==> src/rtl/mac8_pkg.sv <==
// Shared constants and state encoding for the MAC8 accumulate/control stage.
package mac8_pkg;

   localparam int ACC_W = 16;
   localparam int CNT_W = 8;

   localparam logic [ACC_W-1:0] ACC_MAX = '1;

   typedef enum logic [1:0] {
      IDLE   = 2'd0,
      ACCUM  = 2'd1,
      OUTPUT = 2'd2
   } acc_state_t;

endpackage

==> src/rtl/reversible_16bit_adder.sv <==
// 16-bit ripple adder built from Peres-gate style full-adder cells (sum = a^b^c,
// carry = ab ^ (a^b)c), purely combinational.
module reversible_16bit_adder (
   input  logic [15:0] a,
   input  logic [15:0] b,
   input  logic        cin,
   output logic [15:0] sum,
   output logic        carry
);

   always_comb begin
      logic [16:0] c;
      c     = '0;
      sum   = '0;
      c[0]  = cin;
      for (int i = 0; i < 16; i++) begin
         sum[i]   = a[i] ^ b[i] ^ c[i];
         c[i + 1] = (a[i] & b[i]) ^ ((a[i] ^ b[i]) & c[i]);
      end
      carry = c[16];
   end

endmodule

==> src/rtl/mac8_acc_ctrl.sv <==
// MAC8 accumulator/control stage: sums a programmed number of product beats
// through the reversible adder and hands the result out on a valid/ready port.
module mac8_acc_ctrl
   import mac8_pkg::*;
#(
   parameter int ACC_W    = mac8_pkg::ACC_W,
   parameter int CNT_W    = mac8_pkg::CNT_W,
   parameter bit SATURATE = 1'b1
) (
   input  logic             clk,
   input  logic             rst,
   input  logic             start,
   input  logic [CNT_W-1:0] len,
   input  logic             in_valid,
   input  logic [ACC_W-1:0] in_data,
   output logic             in_ready,
   output logic             out_valid,
   input  logic             out_ready,
   output logic [ACC_W-1:0] out_acc,
   output logic             out_ovf,
   output logic             busy
);

   acc_state_t       state;
   logic [ACC_W-1:0] acc;
   logic [CNT_W-1:0] cnt;
   logic [CNT_W-1:0] len_q;
   logic             ovf;

   logic [ACC_W-1:0] add_sum;
   logic             add_carry;
   logic [ACC_W-1:0] acc_next;
   logic             ovf_next;
   logic             last_beat;

   reversible_16bit_adder u_adder (
      .a     (acc),
      .b     (in_data),
      .cin   (1'b0),
      .sum   (add_sum),
      .carry (add_carry)
   );

   // Once clamped to all-ones, any nonzero beat carries again, so saturation sticks.
   always_comb begin
      acc_next  = (add_carry && SATURATE) ? ACC_MAX : add_sum;
      ovf_next  = ovf | add_carry;
      last_beat = (cnt == len_q - CNT_W'(1));
   end

   assign in_ready = (state == ACCUM);
   assign busy     = (state != IDLE);

   always_ff @(posedge clk) begin
      if (rst) begin
         state     <= IDLE;
         acc       <= '0;
         cnt       <= '0;
         len_q     <= '0;
         ovf       <= 1'b0;
         out_valid <= 1'b0;
         out_acc   <= '0;
         out_ovf   <= 1'b0;
      end else begin
         case (state)
            IDLE: begin
               if (start) begin
                  acc   <= '0;
                  cnt   <= '0;
                  ovf   <= 1'b0;
                  len_q <= len;
                  if (len == '0) begin
                     state     <= OUTPUT;
                     out_valid <= 1'b1;
                     out_acc   <= '0;
                     out_ovf   <= 1'b0;
                  end else begin
                     state <= ACCUM;
                  end
               end
            end
            ACCUM: begin
               if (in_valid) begin
                  acc <= acc_next;
                  ovf <= ovf_next;
                  // The result register loads on the same edge as the final beat.
                  if (last_beat) begin
                     state     <= OUTPUT;
                     out_valid <= 1'b1;
                     out_acc   <= acc_next;
                     out_ovf   <= ovf_next;
                  end else begin
                     cnt <= cnt + CNT_W'(1);
                  end
               end
            end
            OUTPUT: begin
               if (out_ready) begin
                  state     <= IDLE;
                  out_valid <= 1'b0;
               end
            end
            default: state <= IDLE;
         endcase
      end
   end

endmodule

==> config.mk <==
export PLATFORM = sky130hd
export DESIGN_NAME = mac8_acc_ctrl
export DESIGN_NICKNAME = d
export VERILOG_FILES = /design/src/rtl/mac8_pkg.sv /design/src/rtl/reversible_16bit_adder.sv /design/src/rtl/mac8_acc_ctrl.sv
export SDC_FILE = /design/constraint.sdc
export NUM_CORES = 1
export LEC_CHECK = 0
export BUFFER_PORTS_ARGS = -buffer_cell sky130_fd_sc_hd__buf_2
export CAP_MARGIN = 20
export CORE_MARGIN = 3
export CORE_UTILIZATION = 51
export DETAILED_ROUTE_END_ITERATION = 12
export GPL_ROUTABILITY_DRIVEN = 0
export PLACE_DENSITY_LB_ADDON = 0.08
export SYNTH_ARGS = -nofsm -noshare
export SYNTH_HDL_FRONTEND = slang
export SYNTH_HIERARCHICAL = 1
export SYNTH_SLANG_ARGS = --single-unit
==> constraint.sdc <==
create_clock -name clk -period 7.5 [get_ports clk]
set_clock_uncertainty 0.2 [all_clocks]
set_input_delay 0.75 -clock clk [delete_from_list [all_inputs] [get_ports clk]]
set_output_delay 0.75 -clock clk [all_outputs]
set_load 0.01 [all_outputs]
After elaboration in Yosys (flattened, before gate mapping):

Index checks and enable logic that the tools add are counted.

* register bits: 53
* bits of input ports: 29
* output and inout port bits: 20
* word-level logic and storage cells: 141

* add/sub/neg operators: 2
* equality and inequality tests: 9
* multiplexer cells: 33
* bitwise operators: 78
* reduce and logical (&&, ||, !) cells: 11

Operators by type and width (number)
* two-way mux 16 bit: 7
* one-hot mux 16 bit (2 select lines): 2
* bitwise XOR 1 bit: 46
* bitwise AND 1 bit: 31
* two-way mux 8 bit: 3
* one-hot mux 8 bit (2 select lines): 1
* two-way mux 1 bit: 11
* two-way mux 2 bit: 5
* inequality test 2 bit, second input constant: 5
* adder 8 x 1 -> 8 bit, second input constant: 1
* == test 8 bit: 1
* logical NOT 8 bit: 1
* AND reduction 4 bit: 2
* subtractor 8 x 1 -> 8 bit, second input constant: 1
* one-hot mux 2 bit (3 select lines): 1
* AND reduction 6 bit: 1
* AND reduction 5 bit: 1
* one-hot mux 1 bit (2 select lines): 2
* nonzero test 2 bit: 2
* one-hot mux 1 bit (3 select lines): 1
* AND reduction 3 bit: 1
* nonzero test 3 bit: 1
* == test 2 x 1 -> 1 bit, second input constant: 1
* == test 2 bit, second input constant: 1
* 4 further kinds: 4

Longest topological paths before layout:

Gate-level depths: netlist (run 1).

* depth in word-level cells: 35
* mapped depth: 27
* gate-level depth less buffers: 25

Modules after synthesis:

The synthesis (run 1) kept the hierarchy.

By module, submodules not included
* mac8_acc_ctrl: instances 1, cells an instance 344, area an instance 2721.4 µm², seq. area each 1061.0 µm²
* reversible_16bit_adder: instances 1, cells an instance 26, area an instance 357.8 µm², seq. area each 0.0 µm²

Worst setup path after synthesis (run 1):

No wires, ideal clock.

* kind: input to register
* start point: in in_data[0]
* end point: reg out_acc[15]
* setup time: 0.070 ns
* arrival: 7.400 ns
* required time: 7.230 ns
* slack: -0.170 ns
* stages: 25
* buffers on the path: 0
* path through: inv_1 -> fa_1 -> inv_1 -> fa_1 -> fa_1 -> fa_1 -> fa_1 -> fa_1 -> fa_1 -> fa_1 -> fa_1 -> fa_1 -> fa_1 -> fa_1 -> fa_1 -> fa_1 -> fa_1 -> inv_1 -> fa_1 -> inv_1 -> nor2_1 -> nor2_1 -> nand4_1 -> o31a_1 -> a21oi_1

* elaborated cells on any way between the ends: 36
* classes of those cells: mux (4); bitwise (32)

RTL lines
* start, declared: line mac8_acc_ctrl.sv:15 `input logic [ACC_W-1:0] in_data,`
* bitwise AND 1 bit (2 in series): line reversible_16bit_adder.sv:18 `c[i + 1] = (a[i] & b[i]) ^ ((a[i] ^ b[i]) & c[i]);`
* bitwise XOR 1 bit: line reversible_16bit_adder.sv:18
* bitwise AND 1 bit: line reversible_16bit_adder.sv:18
* bitwise XOR 1 bit: line reversible_16bit_adder.sv:18
* bitwise AND 1 bit: line reversible_16bit_adder.sv:18
* bitwise XOR 1 bit: line reversible_16bit_adder.sv:18
* bitwise AND 1 bit: line reversible_16bit_adder.sv:18
* bitwise XOR 1 bit: line reversible_16bit_adder.sv:18
* [... 18 more ...]
* bitwise AND 1 bit: line reversible_16bit_adder.sv:18
* bitwise XOR 1 bit: line reversible_16bit_adder.sv:18
* bitwise XOR 1 bit: line reversible_16bit_adder.sv:17 `sum[i] = a[i] ^ b[i] ^ c[i];`
* via add_sum[15]: line mac8_acc_ctrl.sv:30 `logic [ACC_W-1:0] add_sum;`
* two-way mux 16 bit: line mac8_acc_ctrl.sv:46 `acc_next = (add_carry && SATURATE) ? ACC_MAX : add_sum;`
* two-way mux 16 bit: line mac8_acc_ctrl.sv:87 `if (last_beat) begin`
* two-way mux 16 bit: line mac8_acc_ctrl.sv:83 `if (in_valid) begin`
* one-hot mux 16 bit (2 select lines): line mac8_acc_ctrl.sv:65 `case (state)`
* end signal, assigned: line mac8_acc_ctrl.sv:90 `out_acc <= acc_next;`
* end, declared: line mac8_acc_ctrl.sv:19 `output logic [ACC_W-1:0] out_acc,`

The timed path passes the listed nets, and every way through them passes these cells. The select of a mux whose other input is x is not followed.
A chain may end at the register's enable or synchronous reset.

Worst setup path in the final report (run 1):

Same ends and word-level chain as after synthesis.

==> run summary, run 1 <==
post-DP HPWL - 5.30 mm
status - finished clean
reg-to-reg endpoint - out_acc[15]
Crit path required time - 7.52 ns
vias in the first global route - 2634
IO Count - 49
clock sinks - 53
Worst path max stage delay - 0.40 ns
CP Data Arrival Time - 7.35 ns
DR iter-0 viols - 294
switch share - 33.7%
Power Density - 184 nW/um^2
mux contribution to synthesized area - 2.28%
Hold Path Class - reg2reg
Total Routing Usage GR - 22.0%
Fin Setup TNS - 0 ns
largest net degree at the start of global routing - 48
Post-Synth Adder-Cell Area - 11.2%
Port Buffers - 48
Worst R2R Start - acc[0]
Main synth FF type - dfxtp_1
crit path kind - in2reg
critical path depth - 26
vias - 2809
Worst setup EP type - register
compound-gate portion of the synthesized area - 18.6%
Filler cells - 511
Layout area overhead - 12.4%
antenna cells - 0
Fmax achieved - 0.136 GHz
clock-pin slew on the worst setup and hold paths - 0.09 ns
start point of the critical path - in_data[0]
YS warnings - 6
Multi-input gate area - 1870 um^2
max_cap viols - 0
WL final - 7.49 mm
P_leak - 1.28 nW
register area - 1060 um^2
critical path fanouts, max - 2
initial antenna violation count - 0
Initial Util - 54.3%
share of the synthesized area in the top cell type - 34.5%
Int Power - 0.423 mW
setup violators final - 0
dominant cell type by area after synthesis - dfxtp_1
Crit path top cell by count - fa_2
clk root buf - clkbuf_8
XOR/XNOR Fraction of Synth Area - 3.09%
first-pass GRT wire length - 12.8 mm
ys async rst share - 0%
worst path buffer plus inverter count - 5
most frequent cells in the layout - 53 x dfxtp_1, 49 x buf_2, 40 x nor2_1, 38 x a21oi_1, 32 x nand2_1
PnR Total Power - 0.638 mW
CP Capture Point - out_acc[15]
Clock Latency Late Sink - 0.30 ns
Rel. slew slack - 38.2%
CP delay by family, top - adder cells
Core Box Area - 5680 um^2
Cells after Synth - 370
Tmin final - 7.33 ns
crit path launch type - input pin
IR drop worst, VDD - 0.0000936 V
Synth Cell Area - 3080 um^2
Distinct cells, synth - 46
Logic pwr share - 26.5%
final-report max-slew violation count - 0
clock tree buffer depth - 2
CTS buffer count - 5
Clk pwr share - 25.8%
measured slew at the worst slew-check pin - 0.923 ns
FP Rows - 27
Sequential Power Share - 47.7%
Post-Layout Cell Count - 477
Post-CTS Hold Buffers - 0
die height - 83.7 um
most common cell after layout, fill and taps aside - dfxtp_1
# DRC - 0
Post-synth EDFFs - 0
number of post-CTS setup repair buffers - 0
r2r worst-path depth - 25
Vias/cell - 5.89
main area contributors after synthesis - dfxtp_1 34%, fa_1 10%, a21oi_1 6.2%
nets - 452
largest family of logic cells by synthesized area - simple AND/OR/NAND/NOR gates
synthesized area per cell - 8.32 um^2
H-tree levels - 2
switching power - 0.215 mW
Pre-Repair DR Iteration Count - 7
Critical-path top delay cell - fa_1
Final Cycle Share - 97.7%
R2R Setup Slk - 0.38 ns
Seq cells post-synth - 53
CTS tree - built
grt ovf - 0
placed cells - 468
die width - 83.7 um
number of nets with antenna violations after routing - 0
Synth Area in Simple Gates - 24.6%
post-synth net total - 417
share of layout cells above drive strength 1 - 20.5%
Avg WL per Cell - 15.7 um
Die Area - 7010 um^2
final hold vios - 0
share of the yosys chip area belonging to registers - 34.5%
cells in the mapped netlist, drive strengths merged (2+ instances only):
cell type / instances
a211oi: 2
a21oi: 38
a31oi: 10
and2: 2
and3: 2
buf: 4
clkbuf: 23
dfxtp: 53
fa: 16
ha: 2
inv: 15
mux2i: 7
nand2: 32
nand2b: 3
nand3: 20
nand3b: 3
nand4: 12
nor2: 40
nor2b: 2
nor3: 3
nor3b: 2
nor4: 3
o2111ai: 10
o21ai: 19
o31a: 7
or2: 5
or3: 7
or4: 10
xnor2: 6
xor2: 4
how the worst min path moves through the flow:
stage	startpoint	to	slack [ns]	cells after the start
6_report	acc[0]	acc[0]	0.26	2
3_3_place_gp	acc[0]	acc[0]	0.25	2
3_5_place_dp	acc[0]	acc[0]	0.25	2
5_1_grt	acc[0]	acc[0]	0.30	2
2_1_floorplan	acc[0]	acc[0]	0.24	2
4_1_cts	acc[0]	acc[0]	0.26	2
power by group through the flow:
stage | Clock, mW | Sequential, mW | Combinational (mW)
after floorplan | 0 | 0.308 | 0.125
after global placement | 0 | 0.310 | 0.161
after CTS | 0.169 | 0.304 | 0.165
after global routing | 0.182 | 0.306 | 0.189
final | 0.165 | 0.304 | 0.169
after detailed placement | 0 | 0.311 | 0.164
state kept, by name, indices dropped and copies added, names as in the netlist:
| register | flops |
|---|---|
| acc | 16 |
| cnt | 8 |
| len_q | 8 |
| out_acc | 16 |
| out_ovf | 1 |
| out_valid | 1 |
| ovf | 1 |
| state | 2 |
worst reg2reg max path, delay by kind of cell (launching register included):
family / cells / cell delay (ns)
buf+inv: 4 / 0.26
simple gates: 3 / 0.24
compound gates: 2 / 0.42
fa+ha+maj: 16 / 5.60
flops: 1 / 0.32
logic make-up (layout without fill, tap and decap cells):
group	after synthesis	in the layout
xor gates and xnor gates	10	10
buffers and inverters	42	77
muxes	7	7
AOI/OAI and AO/OA	92	92
adders and majority gates	18	18
and+or+nand+nor	147	147
DFF	53	53
other	1	1
what timing repair did:
action / CTS / global route
endpoints found under the setup margin: 1 / 1
pin swaps: 1 / 2
resized for setup: 3 / 3
layout make-up:
cell class / instances / area share (%)
well taps: 72 / 2.60
repair buffers: 55 / 8.50
flip-flops and latches: 53 / 30.7
inverters: 15 / 1.63
multi-input cells: 275 / 54.1
clock buffers: 7 / 2.50
per-layer routing:
layer  up-vias  wire, um  track usage [%]
li1       1380         -                -
met1      1328      3500             31.7
met2        91      3390             34.1
met3        10       499             3.95
met4         0        95             5.56
met5         -         0                0
metrics by stage:
| stage | hold WS, ns | util [%] | area, um^2 | worst slack [ns] |
|---|---|---|---|---|
| detailed placement | 0.249 | 58.9 | 3340 | -0.398 |
| CTS | 0.262 | 60.5 | 3440 | 0.0212 |
| floorplan | 0.236 | - | 3090 | 0.0118 |
| global placement | 0.247 | 58.9 | 3340 | -0.306 |
| finish | 0.259 | 61.0 | 3460 | 0.171 |
| global route | 0.305 | 61.0 | 3460 | -0.0131 |
(Power assumes the default switching activity.)
==> run 2: changes to the inputs <==
- MAX_ROUTING_LAYER: not set -> met4
==> run 2 against run 1 <==
  * Worst setup slack improved by 0.012 ns
  * Maximum frequency rose by 0.16%
  * Critical endpoint unchanged
  * Sequential share of layout area stayed put
  * Non-clock buffer count stayed put
  * Largest cell class unchanged
  * Global-route usage rose by 0.62 points
  * First-iteration DRC count grew 10%
  * Clock power about the same
==> run summary, run 2 (synthesis gave the netlist of run 1 again) <==
die height - 83.7 um
clock-pin slew on the worst setup and hold paths - 0.09 ns
crit path launch type - input pin
nets - 452
Crit path top cell by count - fa_2
r2r worst-path depth - 25
max_cap viols - 0
WL final - 7.51 mm
clk root buf - clkbuf_8
Pre-Repair DR Iteration Count - 4
critical path fanouts, max - 2
Worst Hold Endpoint - acc[0]
P_leak - 1.28 nW
Hold Path Class - reg2reg
Fmax achieved - 0.137 GHz
Post-CTS Hold Buffers - 0
Filler cells - 511
initial antenna violation count - 0
most frequent cells in the layout - 53 x dfxtp_1, 49 x buf_2, 40 x nor2_1, 38 x a21oi_1, 32 x nand2_1
Die Area - 7010 um^2
Avg WL per Cell - 15.7 um
Final Cycle Share - 97.6%
antenna cells - 0
Port Buffers - 48
clock sinks - 53
post-layout instance area - 3460 um^2
# DRC - 0
Clock Latency Late Sink - 0.30 ns
worst path buffer plus inverter count - 5
PnR Total Power - 0.639 mW
clock tree buffer depth - 2
vias in the first global route - 2639
Vias/cell - 5.90
Worst path max stage delay - 0.40 ns
Core Box Area - 5680 um^2
CTS buffer count - 5
number of post-CTS setup repair buffers - 0
share of layout cells above drive strength 1 - 20.5%
Critical-path top delay cell - fa_1
final hold vios - 0
R2R Setup Slk - 0.39 ns
post-layout util - 61.0%
Power Density - 185 nW/um^2
H-tree levels - 2
Worst Hold Depth - 2
crit path kind - in2reg
Largest regs - acc (16), out_acc (16)
IR drop worst, VDD - 0.0000936 V
status - finished clean
Worst R2R Start - acc[0]
Initial Util - 54.3%
vias - 2812
Tmin final - 7.32 ns
Total Routing Usage GR - 22.6%
Rel. slew slack - 38.3%
DR iter-0 viols - 324
Hold WS - 0.259 ns
Crit path required time - 7.52 ns
post-DP HPWL - 5.30 mm
hold_sp - acc[0]
Worst setup EP type - register
Post-Layout Cell Count - 477
Placed Area - 3340 um^2
FP Rows - 27
grt ovf - 0
CP Data Arrival Time - 7.34 ns
measured slew at the worst slew-check pin - 0.922 ns
CP delay by family, top - adder cells
die width - 83.7 um
CTS tree - built
largest net degree at the start of global routing - 48
setup violators final - 0
most common cell after layout, fill and taps aside - dfxtp_1
first-pass GRT wire length - 12.8 mm
number of nets with antenna violations after routing - 0
final-report max-slew violation count - 0
reg-to-reg endpoint - out_acc[15]
IO Count - 49
Layout area overhead - 12.4%
placed cells - 468
[run 2: cell counts in the layout (fill, tap and decap cells not counted)]
No cell type changed its count.
[run 2: worst reg2reg max path, cell delays in order (launching register included)]
cell and delay, ns:
dfxtp_1 0.32, inv_1 0.07, fa_1 0.17, inv_1 0.05, fa_2 0.34, fa_2 0.34
fa_1 0.40, fa_2 0.36, fa_2 0.35, fa_1 0.39, fa_2 0.35, fa_2 0.35
fa_2 0.37, fa_2 0.35, fa_2 0.35, fa_2 0.35, fa_2 0.34, fa_1 0.36
inv_1 0.08, fa_1 0.40, inv_1 0.06, nor2_1 0.03, nor2_1 0.11, nand4_1 0.10
o31a_1 0.28, a21oi_1 0.14
[run 2: cell type report]
class	instances	area, um^2	area share (%)
Tap cell	72	90.1	2.60
Timing Repair Buffer	55	294	8.50
Clock buffer	7	86.3	2.50
Inverter	15	56.3	1.63
Sequential cell	53	1060	30.7
Multi-Input combinational cell	275	1870	54.1
[run 2: worst max-delay path by stage]
stage | slack [ns] | start | to | depth (start not counted)
2_1_floorplan | 0.01 | in_data[0] | out_acc[15] | 25
3_3_place_gp | -0.31 | in_data[0] | out_acc[15] | 26
3_5_place_dp | -0.40 | in_data[0] | out_acc[15] | 26
4_1_cts | 0.02 | in_data[0] | out_acc[15] | 26
5_1_grt | -0.01 | in_data[0] | out_acc[15] | 26
6_report | 0.18 | in_data[0] | out_acc[15] | 26
[run 2: where the power goes]
part | internal [mW] | switching (mW) | total (mW)
logic | 0.0568 | 0.112 | 0.169
clock network | 0.0736 | 0.0925 | 0.166
registers | 0.292 | 0.0117 | 0.304
[run 2: layer usage]
layer	vias to the layer above	routed length [um]	track usage, %
met4	0	108	5.56
met1	1326	3440	31.7
met5	-	0	-
met2	93	3390	34.1
li1	1380	-	-
met3	13	567	3.95
[run 2: repair_timing]
item                       in CTS  in global routing
gates cloned                    0                  0
gates resized for setup         3                  3
pin swaps                       1                  2
setup endpoints to repair       1                  1
[run 2: metrics by stage]
| stage | setup TNS, ns | worst slack, ns |
|---|---|---|
| final | 0 | 0.183 |
| after detailed placement | -3.38 | -0.398 |
| after floorplan | 0 | 0.0118 |
| after CTS | 0 | 0.0212 |
| after global routing | -0.0130 | -0.0130 |
| after global placement | -1.18 | -0.306 |
==> run 3: changes to the inputs <==
- CORE_ASPECT_RATIO: not set -> 0.6
==> run 3 against run 2 <==
  * Critical path depth unchanged
  * Via count rose by 0.21%
  * Final cell count rose by 1.9%
  * Highest routed layer unchanged
  * Non-clock buffer count unchanged
  * Combinational power about the same
  * First-iteration DRC count shrank 40%
  * Wire length rose by 1.6%
  * Sequential share of layout area shrank 0.088 points
  * Power increased by 0.25%
  * Global-route usage rose by 0.83 points
  * Die area increased by 0.45%
==> run summary, run 3 (synthesis gave the netlist of run 1 again) <==
most common cell after layout, fill and taps aside - dfxtp_1
CTS tree - built
final-report max-slew violation count - 0
CTS buffer count - 5
grt ovf - 0
Post-CTS Hold Buffers - 0
most frequent cells in the layout - 53 x dfxtp_1, 49 x buf_2, 40 x nor2_1, 38 x a21oi_1, 32 x nand2_1
vias in the first global route - 2524
clock-pin slew on the worst setup and hold paths - 0.11 ns
Crit path required time - 7.54 ns
Rel. slew slack - 28.8%
critical path fanouts, max - 2
Clock Latency Late Sink - 0.32 ns
Avg WL per Cell - 15.7 um
H-tree levels - 2
Vias/cell - 5.80
Initial Util - 54.0%
post-DP HPWL - 5.48 mm
# DRC - 0
clock tree buffer depth - 2
number of post-CTS setup repair buffers - 0
WL final - 7.63 mm
Fin Setup TNS - 0 ns
nets - 452
Total Routing Usage GR - 23.4%
max_cap viols - 0
DR iter-0 viols - 196
RSZ-0062 raised after global routing - false
PnR Total Power - 0.640 mW
Largest regs - acc (16), out_acc (16)
die width - 106 um
measured slew at the worst slew-check pin - 1.06 ns
P_leak - 1.28 nW
Die Area - 7040 um^2
vias - 2818
number of nets with antenna violations after routing - 0
crit path launch type - input pin
share of layout cells above drive strength 1 - 20.9%
crit path kind - in2reg
Worst setup EP type - register
Final Cycle Share - 97.5%
setup violators final - 0
largest net degree at the start of global routing - 48
IR drop worst, VDD - 0.000102 V
Port Buffers - 48
clock sinks - 53
FP Rows - 21
IO Count - 49
first-pass GRT wire length - 12.6 mm
status - finished clean
Core Box Area - 5700 um^2
Fmax achieved - 0.137 GHz
Hold WS - 0.277 ns
Pre-Repair DR Iteration Count - 4
Power Density - 185 nW/um^2
die height - 66.2 um
Hold Path Class - reg2reg
initial antenna violation count - 0
Tmin final - 7.31 ns
CP Data Arrival Time - 7.35 ns
Layout area overhead - 12.7%
final hold vios - 0
clk root buf - clkbuf_8
antenna cells - 0
run 3: changes by cell type in the layout (fill, tap and decap cells not counted):
| cell | change |
|---|---|
| buf_4 | +1 |
| buf_6 | -1 |
| clkbuf_1 | -1 |
| clkbuf_8 | -1 |
| clkinv_2 | +1 |
| clkinvlp_4 | +1 |
| inv_6 | +1 |
run 3: path summary, 6_finish.rpt:
| path | cells after the start | startpoint | slack (ns) | endpoint |
|---|---|---|---|---|
| setup / recovery | 26 | in_data[0] | 0.19 | out_acc[15] |
| hold / removal | 2 | acc[0] | 0.28 | acc[0] |
| setup reg to reg | 25 | acc[0] | 0.36 | out_acc[15] |
| hold reg to reg | 2 | acc[0] | 0.28 | acc[0] |
run 3: where the power goes:
group | total [mW] | leakage [nW] | internal (mW) | switching, mW
combinational | 0.166 | 0.807 | 0.0540 | 0.112
clock | 0.170 | 0.0445 | 0.0666 | 0.103
sequential | 0.305 | 0.429 | 0.292 | 0.0123
total | 0.640 | 1.28 | 0.413 | 0.227
run 3: critical path: stages:
cell     delay, ns
buf_2         0.10
inv_1         0.06
fa_1          0.16
inv_1         0.05
fa_1          0.38
fa_2          0.35
fa_2          0.34
fa_2          0.34
fa_1          0.39
fa_2          0.35
fa_2          0.35
fa_2          0.35
fa_2          0.39
fa_2          0.35
fa_2          0.34
fa_2          0.34
fa_2          0.34
fa_1          0.36
inv_1         0.07
fa_1          0.40
inv_1         0.06
nor2_1        0.03
nor2_1        0.12
nand4_1       0.10
o31a_1        0.32
a21oi_1       0.12
run 3: metrics by stage:
step | std cells | instance area [um^2] | util (%) | setup slack, ns
after global placement | 477 | 3360 | 58.9 | -0.310
after floorplan | 370 | 3090 | - | 0.0118
after CTS | 485 | 3460 | 60.6 | 0.0402
after global routing | 486 | 3470 | 60.9 | 0.0275
after detailed placement | 477 | 3360 | 58.9 | -0.395
final | 486 | 3470 | 60.9 | 0.188
run 3: layer usage:
metal	up-vias	part of all wire (%)	track usage, %
met5	-	0	-
met4	0	0.76	5.01
met3	7	6.2	4.29
met2	92	39	30.9
met1	1338	54	36.5
li1	1381	-	-
run 3: timing repair:
item,in CTS,in global routing
hold endpoints to repair,0,0
gates resized for setup,3,3
setup endpoints to repair,1,1
pin swaps,1,3
run 3: final cells by class:
cell class                 count  area [um^2]
sequential                    53         1060
fill                         507         2230
inverter                      15         56.3
clock buffer                   5         68.8
clock inverter                 3         21.3
multi-input combinational    275         1870
tap                           80          100
timing repair buffer          55          290
